$ cat src/rtl/alu_operand_stage.sv
// rtl/alu_operand_stage.sv - registered ALU operand select with MEM/WB forwarding and stall counter
// Forwarding is built only when ALU_OPERAND_FWD_EN is defined; otherwise fwd_* inputs are ignored.
module alu_operand_stage #(
  parameter int XLEN  = 32,
  parameter int RA_W  = 5,
  parameter int CNT_W = 16
) (
  input  logic             clk_i,
  input  logic             rst_ni,
  input  logic             in_valid_i,
  output logic             in_ready_o,
  input  logic [RA_W-1:0]  rs1_a_i,
  input  logic [RA_W-1:0]  rs2_a_i,
  input  logic [XLEN-1:0]  rs1_d_i,
  input  logic [XLEN-1:0]  rs2_d_i,
  input  logic [XLEN-1:0]  pc_i,
  input  logic [XLEN-1:0]  imm_i,
  input  logic [1:0]       alu1_sel_i,
  input  logic [1:0]       alu2_sel_i,
  input  logic             fwd_mem_we_i,
  input  logic             fwd_wb_we_i,
  input  logic [RA_W-1:0]  fwd_mem_rd_i,
  input  logic [RA_W-1:0]  fwd_wb_rd_i,
  input  logic [XLEN-1:0]  fwd_mem_d_i,
  input  logic [XLEN-1:0]  fwd_wb_d_i,
  input  logic             flush_i,
  output logic             out_valid_o,
  input  logic             out_ready_i,
  output logic [XLEN-1:0]  alu_in1_o,
  output logic [XLEN-1:0]  alu_in2_o,
  output logic [CNT_W-1:0] stall_cnt_o,
  input  logic             stall_clr_i
);

  logic             out_valid_q, out_valid_d;
  logic [XLEN-1:0]  alu_in1_q, alu_in1_d;
  logic [XLEN-1:0]  alu_in2_q, alu_in2_d;
  logic [CNT_W-1:0] stall_cnt_q, stall_cnt_d;
  logic [XLEN-1:0]  rs1_res, rs2_res;
  logic [XLEN-1:0]  op1, op2;
  logic             capture;
  logic             stalled;

  // MEM beats WB; x0 is hardwired and must never pick up forwarded data.
  always_comb begin
    rs1_res = rs1_d_i;
    rs2_res = rs2_d_i;
`ifdef ALU_OPERAND_FWD_EN
    if (rs1_a_i != '0 && fwd_mem_we_i && fwd_mem_rd_i == rs1_a_i)
      rs1_res = fwd_mem_d_i;
    else if (rs1_a_i != '0 && fwd_wb_we_i && fwd_wb_rd_i == rs1_a_i)
      rs1_res = fwd_wb_d_i;
    if (rs2_a_i != '0 && fwd_mem_we_i && fwd_mem_rd_i == rs2_a_i)
      rs2_res = fwd_mem_d_i;
    else if (rs2_a_i != '0 && fwd_wb_we_i && fwd_wb_rd_i == rs2_a_i)
      rs2_res = fwd_wb_d_i;
`endif
  end

`ifndef ALU_OPERAND_FWD_EN
  logic unused_fwd;
  assign unused_fwd = ^{rs1_a_i, rs2_a_i, fwd_mem_we_i, fwd_wb_we_i, fwd_mem_rd_i,
                        fwd_wb_rd_i, fwd_mem_d_i, fwd_wb_d_i};
`endif

  always_comb begin
    op1 = '0;
    case (alu1_sel_i)
      2'd0:    op1 = rs1_res;
      2'd1:    op1 = pc_i;
      default: op1 = '0;
    endcase
  end

  always_comb begin
    op2 = '0;
    case (alu2_sel_i)
      2'd0:    op2 = rs2_res;
      2'd1:    op2 = imm_i;
      2'd2:    op2 = XLEN'(4);
      default: op2 = '0;
    endcase
  end

  assign in_ready_o = !flush_i && (!out_valid_q || out_ready_i);
  assign capture    = in_valid_i && in_ready_o;
  assign stalled    = out_valid_q && !out_ready_i;

  always_comb begin
    out_valid_d = out_valid_q;
    alu_in1_d   = alu_in1_q;
    alu_in2_d   = alu_in2_q;
    stall_cnt_d = stall_cnt_q;
    if (flush_i)
      out_valid_d = 1'b0;
    else if (capture)
      out_valid_d = 1'b1;
    else if (out_valid_q && out_ready_i)
      out_valid_d = 1'b0;
    if (capture) begin
      alu_in1_d = op1;
      alu_in2_d = op2;
    end
    if (stall_clr_i)
      stall_cnt_d = '0;
    else if (stalled && stall_cnt_q != '1)
      stall_cnt_d = stall_cnt_q + 1'b1;
  end

  always_ff @(posedge clk_i or negedge rst_ni) begin
    if (!rst_ni) begin
      out_valid_q <= 1'b0;
      alu_in1_q   <= '0;
      alu_in2_q   <= '0;
      stall_cnt_q <= '0;
    end else begin
      out_valid_q <= out_valid_d;
      alu_in1_q   <= alu_in1_d;
      alu_in2_q   <= alu_in2_d;
      stall_cnt_q <= stall_cnt_d;
    end
  end

  assign out_valid_o = out_valid_q;
  assign alu_in1_o   = alu_in1_q;
  assign alu_in2_o   = alu_in2_q;
  assign stall_cnt_o = stall_cnt_q;

endmodule

$ cat config.mk
export PLATFORM = sky130hd
export DESIGN_NAME = alu_operand_stage
export DESIGN_NICKNAME = d
export VERILOG_FILES = /design/src/rtl/alu_operand_stage.sv
export SDC_FILE = /design/constraint.sdc
export NUM_CORES = 1
export LEC_CHECK = 0
export ABC_AREA = 1
export BUFFER_PORTS_ARGS = -buffer_cell sky130_fd_sc_hd__buf_2
export CORE_AREA = 2 2 118 120
export DETAILED_ROUTE_END_ITERATION = 10
export DIE_AREA = 0 0 120 122
export PLACE_DENSITY = 0.66
export SLEW_MARGIN = 5
export SYNTH_ARGS = -nofsm -noshare
export SYNTH_HDL_FRONTEND = slang
export SYNTH_SLANG_ARGS = --single-unit
$ cat constraint.sdc
create_clock -name clk_i -period 4.4 [get_ports clk_i]
set_input_delay 0.66 -clock clk_i [delete_from_list [all_inputs] [get_ports clk_i]]
set_output_delay 0.66 -clock clk_i [all_outputs]
set_load 0.02 [all_outputs]
## Yosys cells after proc, flatten, opt, wreduce, memory -nomap -nowiden

Index checks and enable logic that the tools add are counted.

- Add/sub/neg operators: 1
- $mul: 0
- Bitwise gates (word level): 0
- Mux-type cells: 7
- Reductions and logical operators: 13
- $lt $le $gt $ge: 0
- Shifts and indexed selects: 0
- Divide/modulo/power cells: 0
- Equal/unequal tests: 4

Operator list:

| cell | count |
|---|---|
| 32-bit one-hot mux with 3 select lines | 1 |
| 32-bit one-hot mux with 2 select lines | 1 |
| 16-bit two-way mux | 2 |
| 16-bit by 1-bit adder with 16-bit output, second input constant | 1 |
| 16-bit != test, second input constant | 1 |
| 1-bit logical AND | 5 |
| 2-bit by 1-bit equality test with 1-bit output, second input constant | 2 |
| 2-bit zero test | 2 |
| 1-bit zero test | 3 |
| 1-bit two-way mux | 3 |
| 3-bit nonzero test | 1 |
| 2-bit equality test, second input constant | 1 |
| 2-bit nonzero test | 1 |
| 1-bit logical OR | 1 |

- Memory bits (read-only): 0
- Register bits: 81
- Latch bits: 0
- Memories kept: 0
- Word-level logic and storage cells: 29
- Memory bits (writable): 0
- Bits of input ports: 224

## Depth between registers and ports, before layout

Gate-level depths: netlist (run 1).

- Word-level depth: 6
- Mapped depth: 10

## Worst setup path after synthesis (run 1)

No wires, ideal clock.

- Kind: input to register
- From: input port out_ready_i
- To: register alu_in2_q[25], in the netlist alu_in2_o[25]
- Arrival: 1,823 ps
- Path slack: 2,458 ps
- Library setup time: 119 ps
- Path buffers: 1
- Stages: 7
- Cells stage by stage: nor2_1 > nor2_1 > nand2_1 > inv_2 > clkbuf_1 > nand3_1 > o21a_1

- Longest elaborated chain between the ends: 3

RTL lines:

| item | line | RTL |
|---|---|---|
| start, declared | 28 | `input logic out_ready_i,` |
| 1-bit logical OR | 85 | `assign in_ready_o = !flush_i && (!out_valid_q \|\| out_ready_i);` |
| 1-bit logical AND | 85 |  |
| net in_ready_o | 11 | `output logic in_ready_o,` |
| 1-bit logical AND | 86 | `assign capture = in_valid_i && in_ready_o;` |
| end signal, assigned | 119 | `alu_in2_q <= alu_in2_d;` |
| end, declared | 37 | `logic [XLEN-1:0] alu_in2_q, alu_in2_d;` |

The timed path passes the listed nets, and every way through them passes these cells.
A chain may end at the register's enable or synchronous reset.

## Worst setup path after layout (run 1)

- From: register out_valid_q, in the netlist out_valid_o
- To: register alu_in2_q[23], in the netlist alu_in2_o[23]

- Longest elaborated chain between the ends: 4

RTL lines:

| item | line | RTL |
|---|---|---|
| start, declared | 35 | `logic out_valid_q, out_valid_d;` |
| start signal, assigned | 117 | `out_valid_q <= out_valid_d;` |
| 1-bit zero test | 85 |  |
| 1-bit logical OR | 85 |  |
| 1-bit logical AND | 85 |  |
| 1-bit logical AND | 86 |  |

No other way between the ends.

==> impl_metrics.ini, run 1 <==
[yosys]
yosys-top-cells-area = dfrtp_1 (46%), nand3_1 (16%), nand2_1 (13%), o21a_1 (5.5%), inv_1 (3.9%)
syn_area_per_cell_sq_um = 7.55
ys_warn_count = 0
synth_fp_nets = 804
yosys.area.top_type_share_pct = 46.4
ys_seq_elements = 81
synthCells = 579
netlist_area_sq_mm = 0.00437
seq_area_frac_synth_pct = 46.4
yosysUniqueCellTypes = 25
synth_area_leader_cell = dfrtp_1

[worst_hold_path]
hold_class = primary input to async pin

[global_routing]
grt_pass1_vias = 4292
grtUsageTotal_pct = 18.2
grt_pass1_wl_mm = 21.3
grt_overflow_total = 0
antenna_found_initial = 3
grt_max_degree = 82

[worst_setup_path]
crit_chain = inv_1 -> nor2_1 -> nor2_1 -> nand2_1 -> buf_4 -> inv_2 -> buf_4 -> nand3_1 -> o21a_1
required_ps = 4620
crit_slowest_cell = buf_4
path_max_fanout = 58
start_kind = flop
end_kind = flop
cp.arrival_ps = 2720
crit_type = flop to flop
cp_slowest_stage_delay_ps = 580

[finish]
fill_cells = 1425
drive_above_1_share_pct = 31.7
nNetsFinal = 997
most-common-layout-cells = buf_2 (218), nand2_1 (154), nand3_1 (143)
syn_to_final_growth_pct = 33.9
instances_no_fill = 958
final_common_cell = buf_2

[power]
power_density_mw_per_mm2 = 362
p_leak_nw = 3.12
irDropWorstVdd_uv = 149

[floorplan]
fp.coreArea_sq_mm = 0.0135
die_area_sq_mm = 0.0146
io_pins = 306
die_w_microns = 120
initial_core_util_pct = 32.4
rows = 43
dieHeight_microns = 122

[sta]
fmax_mhz = 399
hold_slack_ps = 464
fin_skew_ps = 6.63
hold_violations = 0
fin_crit_ps = 2500
slew_headroom_pct = 30.9
tightest_slew_ps = 1040
setup-tns-final_ps = 0
setup_viol = 0
rsz0062_at_grt = no
period_share_pct = 56.9
maxSlewViolCount = 0

[clocking]
clock_sinks = 81
htree_num_levels = 3
cts_setup_buffers = 0
clock_latency_ps = 330
hold_buffers = 0
numCtsBuffers = 9
cts_root_buffer = clkbuf_16
clk_pin_slew_worst_paths_ps = 60
cts_tree = yes
clockBufferDepth = 2
cts_resized = 0

[route]
first_pass_iters = 4
drtAntennaViolNets = 0
drtIter0Drc = 225
remaining_drc_errors = 0
wl_per_cell_microns = 13.8
vias = 4538
totalWireLength_mm = 13.2
vias_per_cell = 4.74

[placed_design]
hpwl_mm = 9.63
placedCellCount = 941
port_buffers = 219
gp_congestion = 0.785

[job]
cap_violations = 0

[outcome]
outcome = completed
## metrics by stage
step	area [sq um]	power [mW]	setup WS, ps	utilization (%)
2_1_floorplan	4370	1.16	2460	-
3_3_place_gp	5550	1.36	1610	41.1
3_5_place_dp	5550	1.37	1580	41.1
4_1_cts	5850	2.15	1860	43.4
5_1_grt	5850	2.24	1610	43.4
6_report	5860	2.12	1900	43.4
## per-layer routing
layer	routed length, microns	GRT usage [%]	vias to the layer above
li1	-	-	2294
met1	6050	24.2	2067
met2	6020	29.0	153
met3	907	4.54	20
met4	218	6.18	4
met5	27	0	-
## sequential cells by signal, summed over array words and instances, names as in the netlist
signal       flops
alu_in1_o       32
alu_in2_o       32
out_valid_o      1
stall_cnt_o     16
## report_power, final
| part | switching, mW | leakage (nW) | total, mW | internal (mW) |
|---|---|---|---|---|
| logic | 0.296 | 1.95 | 0.473 | 0.177 |
| registers | 0.0477 | 1.03 | 0.879 | 0.832 |
| clock network | 0.311 | 0.145 | 0.767 | 0.456 |
## critical path, delay by kind of cell, from the launching register on
family                 cells  cell delay (ps)
AND/OR/NAND/NOR            4              410
flip-flops                 1              400
buffers and inverters      4             1380
AO/OA/AOI/OAI              1              140
## synthesized netlist by cell type
master	n
a21oi_1	2
dfrtp_1	81
inv_1	45
or2_1	1
nand2_1	154
xor2_1	4
o21ai_1	25
o21a_1	32
clkinv_1	1
nand3_1	143
nand4_1	7
nor2_1	16
inv_2	3
ha_1	1
buf_2	8
nand2_2	1
o21ai_0	12
nand3b_1	4
nor2_2	2
nor2_4	2
o21bai_1	2
nor2_8	1
nor3_1	1
buf_6	1
clkbuf_1	30
## cell families (layout without fill, tap and decap cells)
logic type | count (synthesis) | count (layout) | share of synthesized area, %
compound gates | 73 | 73 | 10.3
xor+xnor | 4 | 4 | 0.801
fa+ha+maj | 1 | 1 | 0.286
buf+inv | 88 | 286 | 7.95
flops | 81 | 81 | 46.4
other cells | 0 | 1 | 0
simple gates | 332 | 332 | 34.3
## area by class of cell
class	instances	area, sq um	area share, %
Antenna cell	1	2.50	0.0427
Clock buffer	10	239	4.08
Clock inverter	6	67.6	1.15
Inverter	49	184	3.14
Multi-Input combinational cell	410	2000	34.1
Sequential cell	81	2030	34.6
Tap cell	180	225	3.85
Timing Repair Buffer	221	1110	19.0
## final timing paths
path                       slack (ps)                      start  cells past startpoint                         to
max in group asynchronous        3210                     rst_ni                      1  alu_in1_o[18]$_DFFE_PN0P_
max reg2reg                      1900    out_valid_o$_DFFE_PN0P_                      9  alu_in2_o[23]$_DFFE_PN0P_
min reg2reg                       470  alu_in1_o[16]$_DFFE_PN0P_                      2  alu_in1_o[16]$_DFFE_PN0P_
min                               460                     rst_ni                      1  alu_in2_o[17]$_DFFE_PN0P_
max                              1900    out_valid_o$_DFFE_PN0P_                      9  alu_in2_o[23]$_DFFE_PN0P_
min in group clk_i                470  alu_in1_o[16]$_DFFE_PN0P_                      2  alu_in1_o[16]$_DFFE_PN0P_
No activity file was read; power rests on OpenSTA's default activity.
==> run 2, diff against run 1 <==
--- a/config.mk
+++ b/config.mk
@@ -7,10 +7,10 @@
 export LEC_CHECK = 0
 export ABC_AREA = 1
 export BUFFER_PORTS_ARGS = -buffer_cell sky130_fd_sc_hd__buf_2
-export CORE_AREA = 2 2 118 120
+export CORE_AREA = 2 2 117 119
 export DETAILED_ROUTE_END_ITERATION = 10
-export DIE_AREA = 0 0 120 122
-export PLACE_DENSITY = 0.66
+export DIE_AREA = 0 0 119 121
+export PLACE_DENSITY = 0.7
 export SLEW_MARGIN = 5
 export SYNTH_ARGS = -nofsm -noshare
 export SYNTH_HDL_FRONTEND = slang
==> constraint.sdc (replaced) <==
create_clock -name clk_i -period 2.2 [get_ports clk_i]
set_input_delay 0.33 -clock clk_i [delete_from_list [all_inputs] [get_ports clk_i]]
set_output_delay 0.33 -clock clk_i [all_outputs]
set_load 0.02 [all_outputs]
==> impl_metrics.ini, run 2 (synthesis gave the netlist of run 1 again) <==
[route]
totalWireLength_mm = 13.1
wl_per_cell_microns = 13.6
remaining_drc_errors = 0
vias = 4566
first_pass_iters = 4
drtIter0Drc = 258
drtAntennaViolNets = 0
vias_per_cell = 4.75

[floorplan]
initial_core_util_pct = 33.4
die_w_microns = 119
dieHeight_microns = 121
fp.coreArea_sq_mm = 0.0131
rows = 42
die_area_sq_mm = 0.0144
io_pins = 306

[sta]
fin_skew_ps = 5.99
fmax_mhz = 563
period_share_pct = 80.8
hold_slack_ps = -5.27
maxSlewViolCount = 0
setup_viol = 0
slew_headroom_pct = 58.9
setup-tns-final_ps = 0
fin_crit_ps = 1780
rsz0062_at_grt = no
tightest_slew_ps = 616
hold_violations = 6

[clocking]
clock_latency_ps = 330
cts_setup_buffers = 0
cts_tree = yes
cts_resized = 0
clockBufferDepth = 2
clock_sinks = 81
clk_pin_slew_worst_paths_ps = 60
cts_root_buffer = clkbuf_16
htree_num_levels = 3
numCtsBuffers = 9
hold_buffers = 0

[outcome]
outcome = finished with violations
violations = negative hold slack

[finish]
most-common-layout-cells = buf_2 (218), nand2_1 (154), nand3_1 (143)
syn_to_final_growth_pct = 35.8
drive_above_1_share_pct = 32.4
fill_cells = 1350
final_common_cell = buf_2
nNetsFinal = 1005
final_area_sq_mm = 0.00594

[global_routing]
grtUsageTotal_pct = 18.2
grt_max_degree = 53
grt_overflow_total = 0
antenna_found_initial = 0
grt_pass1_wl_mm = 21.2
grt_pass1_vias = 4381

[worst_setup_path]
path_max_fanout = 16
start_kind = flop
crit_type = flop to flop
end_kind = flop
required_ps = 2410
cp.arrival_ps = 1990

[power]
p_leak_nw = 3.17
irDropWorstVdd_uv = 310
power_density_mw_per_mm2 = 716

[worst_hold_path]
hold_class = primary input to async pin

[placed_design]
port_buffers = 219
gp_congestion = 0.810
post_dp_cell_area_sq_mm = 0.00563
hpwl_mm = 9.68

[job]
cap_violations = 0
-- run 2: cell count changes in the layout (fill, tap and decap cells not counted) --
| cell | before | now |
|---|---|---|
| buf_4 | 3 | 9 |
| buf_12 | 0 | 2 |
-- run 2: layout make-up --
class / count / area [sq um] / share of cell area [%]
diodes: 1 / 2.50 / 0.0421
inverters: 49 / 184 / 3.10
clock inverters: 6 / 67.6 / 1.14
repair buffers: 229 / 1200 / 20.2
well taps: 176 / 220 / 3.71
clock buffers: 10 / 239 / 4.03
multi-input cells: 410 / 2000 / 33.7
flip-flops and latches: 81 / 2030 / 34.1
-- run 2: worst paths after layout --
| kind | to | startpoint | slack, ps | depth (start not counted) |
|---|---|---|---|---|
| worst max register to register | stall_cnt_o[8]$_DFFE_PN0P_ | stall_cnt_o[0]$_DFFE_PN0P_ | 420 | 9 |
| worst min register to register | alu_in1_o[3]$_DFFE_PN0P_ | alu_in1_o[3]$_DFFE_PN0P_ | 470 | 2 |
| worst min-delay path | alu_in2_o[15]$_DFFE_PN0P_ | rst_ni | -5 | 1 |
| worst max-delay path | stall_cnt_o[8]$_DFFE_PN0P_ | stall_cnt_o[0]$_DFFE_PN0P_ | 420 | 9 |
| max in group asynchronous | alu_in1_o[3]$_DFFE_PN0P_ | rst_ni | 1580 | 2 |
| min in group clk_i | out_valid_o$_DFFE_PN0P_ | flush_i | 190 | 2 |
-- run 2: routing by layer --
| layer | share of wire [%] | wire length (microns) | global-route usage (%) |
|---|---|---|---|
| met1 | 46 | 6030 | 24.1 |
| met2 | 45 | 5880 | 29.1 |
| met3 | 7.4 | 965 | 4.56 |
| met4 | 1.5 | 198 | 6.03 |
| met5 | 0 | 0 | 0 |
-- run 2: stage by stage --
| stage | total power [mW] | utilization, % | std cells | setup WS [ps] |
|---|---|---|---|---|
| 2_1_floorplan | 2.33 | - | 579 | 404 |
| 3_3_place_gp | 2.74 | 43.0 | 945 | 468 |
| 3_5_place_dp | 2.76 | 43.0 | 945 | 434 |
| 4_1_cts | 4.30 | 45.4 | 961 | 424 |
| 5_1_grt | 4.47 | 45.4 | 961 | 306 |
| 6_report | 4.25 | 45.4 | 962 | 422 |
-- run 2: critical path: stages (launching register included) --
cell     delay, ps
dfrtp_1        430
ha_1           260
nand2_1         90
nor2_2          50
nand2_2        130
nor2_4          60
nor2_4         370
nor2_8         120
nand2_1         80
nand2_1         50
-- run 2: where the power goes --
group,leakage (nW),internal [mW],switching (mW),total (mW)
Clock,0.145,0.912,0.615,1.53
Combinational,1.99,0.368,0.597,0.964
Sequential,1.03,1.66,0.0940,1.76
==> run 3, diff against run 2 <==
==> constraint.sdc (replaced) <==
create_clock -name clk_i -period 1.6 [get_ports clk_i]
set_input_delay 0.24 -clock clk_i [delete_from_list [all_inputs] [get_ports clk_i]]
set_output_delay 0.24 -clock clk_i [all_outputs]
set_load 0.02 [all_outputs]
==> impl_metrics.ini, run 3 (synthesis gave the netlist of run 1 again) <==
[finish]
syn_to_final_growth_pct = 44.3
instances_no_fill = 999
final_common_cell = buf_2
nNetsFinal = 1041
most-common-layout-cells = buf_2 (218), nand2_1 (148), nand3_1 (143)
final_area_sq_mm = 0.00631
fill_cells = 1341
drive_above_1_share_pct = 36.7

[clocking]
numCtsBuffers = 9
cts_root_buffer = clkbuf_16
clockBufferDepth = 2
cts_tree = yes
htree_num_levels = 3
clk_pin_slew_worst_paths_ps = 60
clock_sinks = 81
clock_latency_ps = 330

[placed_design]
placedCellCount = 971
hpwl_mm = 10.2
place_ws_ps = -16.6
port_buffers = 219
gp_congestion = 0.836
post_dp_cell_area_sq_mm = 0.00589

[sta]
setup_viol = 0
maxSlewViolCount = 0
tightest_slew_ps = 392
finalWorstSetupSlack_ps = 97.0
slew_headroom_pct = 73.9
period_share_pct = 93.9
fin_crit_ps = 1500
fin_skew_ps = 5.11
rsz0062_at_grt = no
hold_violations = 0
fmax_mhz = 665

[worst_setup_path]
end_kind = flop
cp.arrival_ps = 1770
ff2ff_path_depth = 10
r2r-start = stall_cnt_o[1]$_DFFE_PN0P_
critPathLaunch = stall_cnt_o[1]$_DFFE_PN0P_
path_max_fanout = 8
crit_type = flop to flop
start_kind = flop
required_ps = 1870

[route]
remaining_drc_errors = 0
drtIter0Drc = 314
first_pass_iters = 4
vias_per_cell = 4.80
totalWireLength_mm = 13.4
drtAntennaViolNets = 0
vias = 4795
wl_per_cell_microns = 13.4

[global_routing]
antenna_found_initial = 2
grt_pass1_wl_mm = 21.5
grtUsageTotal_pct = 18.6
grt_overflow_total = 0
grt_max_degree = 59
grt_pass1_vias = 4344

[power]
p_comb_share_pct = 24.4
power_density_mw_per_mm2 = 899
pwr-share-clk_pct = 33.0
irDropWorstVdd_uv = 564
seq_power_share_pct = 42.6
p_leak_nw = 3.38
p_sw_share_pct = 31.5
switchingPower_mw = 1.79
internal_power_mw = 3.89

[floorplan]
rows = 42
die_area_sq_mm = 0.0144
dieHeight_microns = 121
die_w_microns = 119
io_pins = 306
fp.coreArea_sq_mm = 0.0131
initial_core_util_pct = 33.4

[worst_hold_path]
min_path_cells = 2
hp-start = flush_i
hold_class = primary input to flop

[job]
cap_violations = 0

[outcome]
outcome = completed
run 3: timing repair:
item / in CTS / in global routing
hold buffers: 1 / 0
pin swaps: 1 / 11
setup buffers: 4 / 4
endpoints found under the hold margin: 19 / 0
resized for setup: 0 / 12
cloned: 0 / 1
setup endpoints to repair: 6 / 16
run 3: path summary, 6_finish.rpt:
kind                            slack (ps)                           to
min in group asynchronous              340    alu_in2_o[17]$_DFFE_PN0P_
worst max register to register         100  stall_cnt_o[15]$_DFFE_PN0P_
worst max-delay path                   100  stall_cnt_o[15]$_DFFE_PN0P_
worst min register to register         470    alu_in1_o[18]$_DFFE_PN0P_
max in group asynchronous              750    alu_in1_o[24]$_DFFE_PN0P_
worst min-delay path                    90      out_valid_o$_DFFE_PN0P_
run 3: critical path, stage by stage (launching register included):
cell     delay, ps
dfrtp_2        380
ha_4           150
nand2_4         50
nor2_4         120
nand2_2         80
nor2_4         120
nor2_4          50
buf_12         140
nor2_4         200
nand2_1         90
nand2_1         70
run 3: per-stage QoR:
stage | power (mW) | TNS, ps | hold slack [ps] | utilization, %
after floorplan | 3.20 | 0 | -55.6 | -
after global placement | 3.81 | 0 | 163 | 45.0
after detailed placement | 3.83 | -43.1 | 162 | 45.0
after CTS | 5.75 | 0 | 77.6 | 47.4
after global routing | 6.02 | 0 | 94.9 | 48.2
final | 5.67 | 0 | 93.4 | 48.2
run 3: power by group through the flow:
stage	logic, mW	registers [mW]	clock network [mW]
2_1_floorplan	0.452	2.75	0
3_3_place_gp	1.37	2.45	0
3_5_place_dp	1.38	2.45	0
4_1_cts	1.39	2.42	1.95
5_1_grt	1.52	2.44	2.06
6_report	1.38	2.42	1.87
run 3: per-layer routing:
layer,vias up,part of all wire [%],GRT usage (%)
li1,2391,-,-
met1,2189,45,25.5
met2,194,45,28.9
met3,19,7.8,4.98
met4,2,1.6,5.06
met5,-,0.097,0
run 3: final cells by class:
type | count | area [sq um] | area share [%]
Clock buffer | 9 | 225 | 3.57
Multi-Input combinational cell | 411 | 2050 | 32.6
Sequential cell | 81 | 2030 | 32.2
Antenna cell | 2 | 5.00 | 0.0793
Clock inverter | 7 | 47.5 | 0.754
Inverter | 49 | 184 | 2.92
Tap cell | 176 | 220 | 3.49
Timing Repair Buffer | 264 | 1540 | 24.5
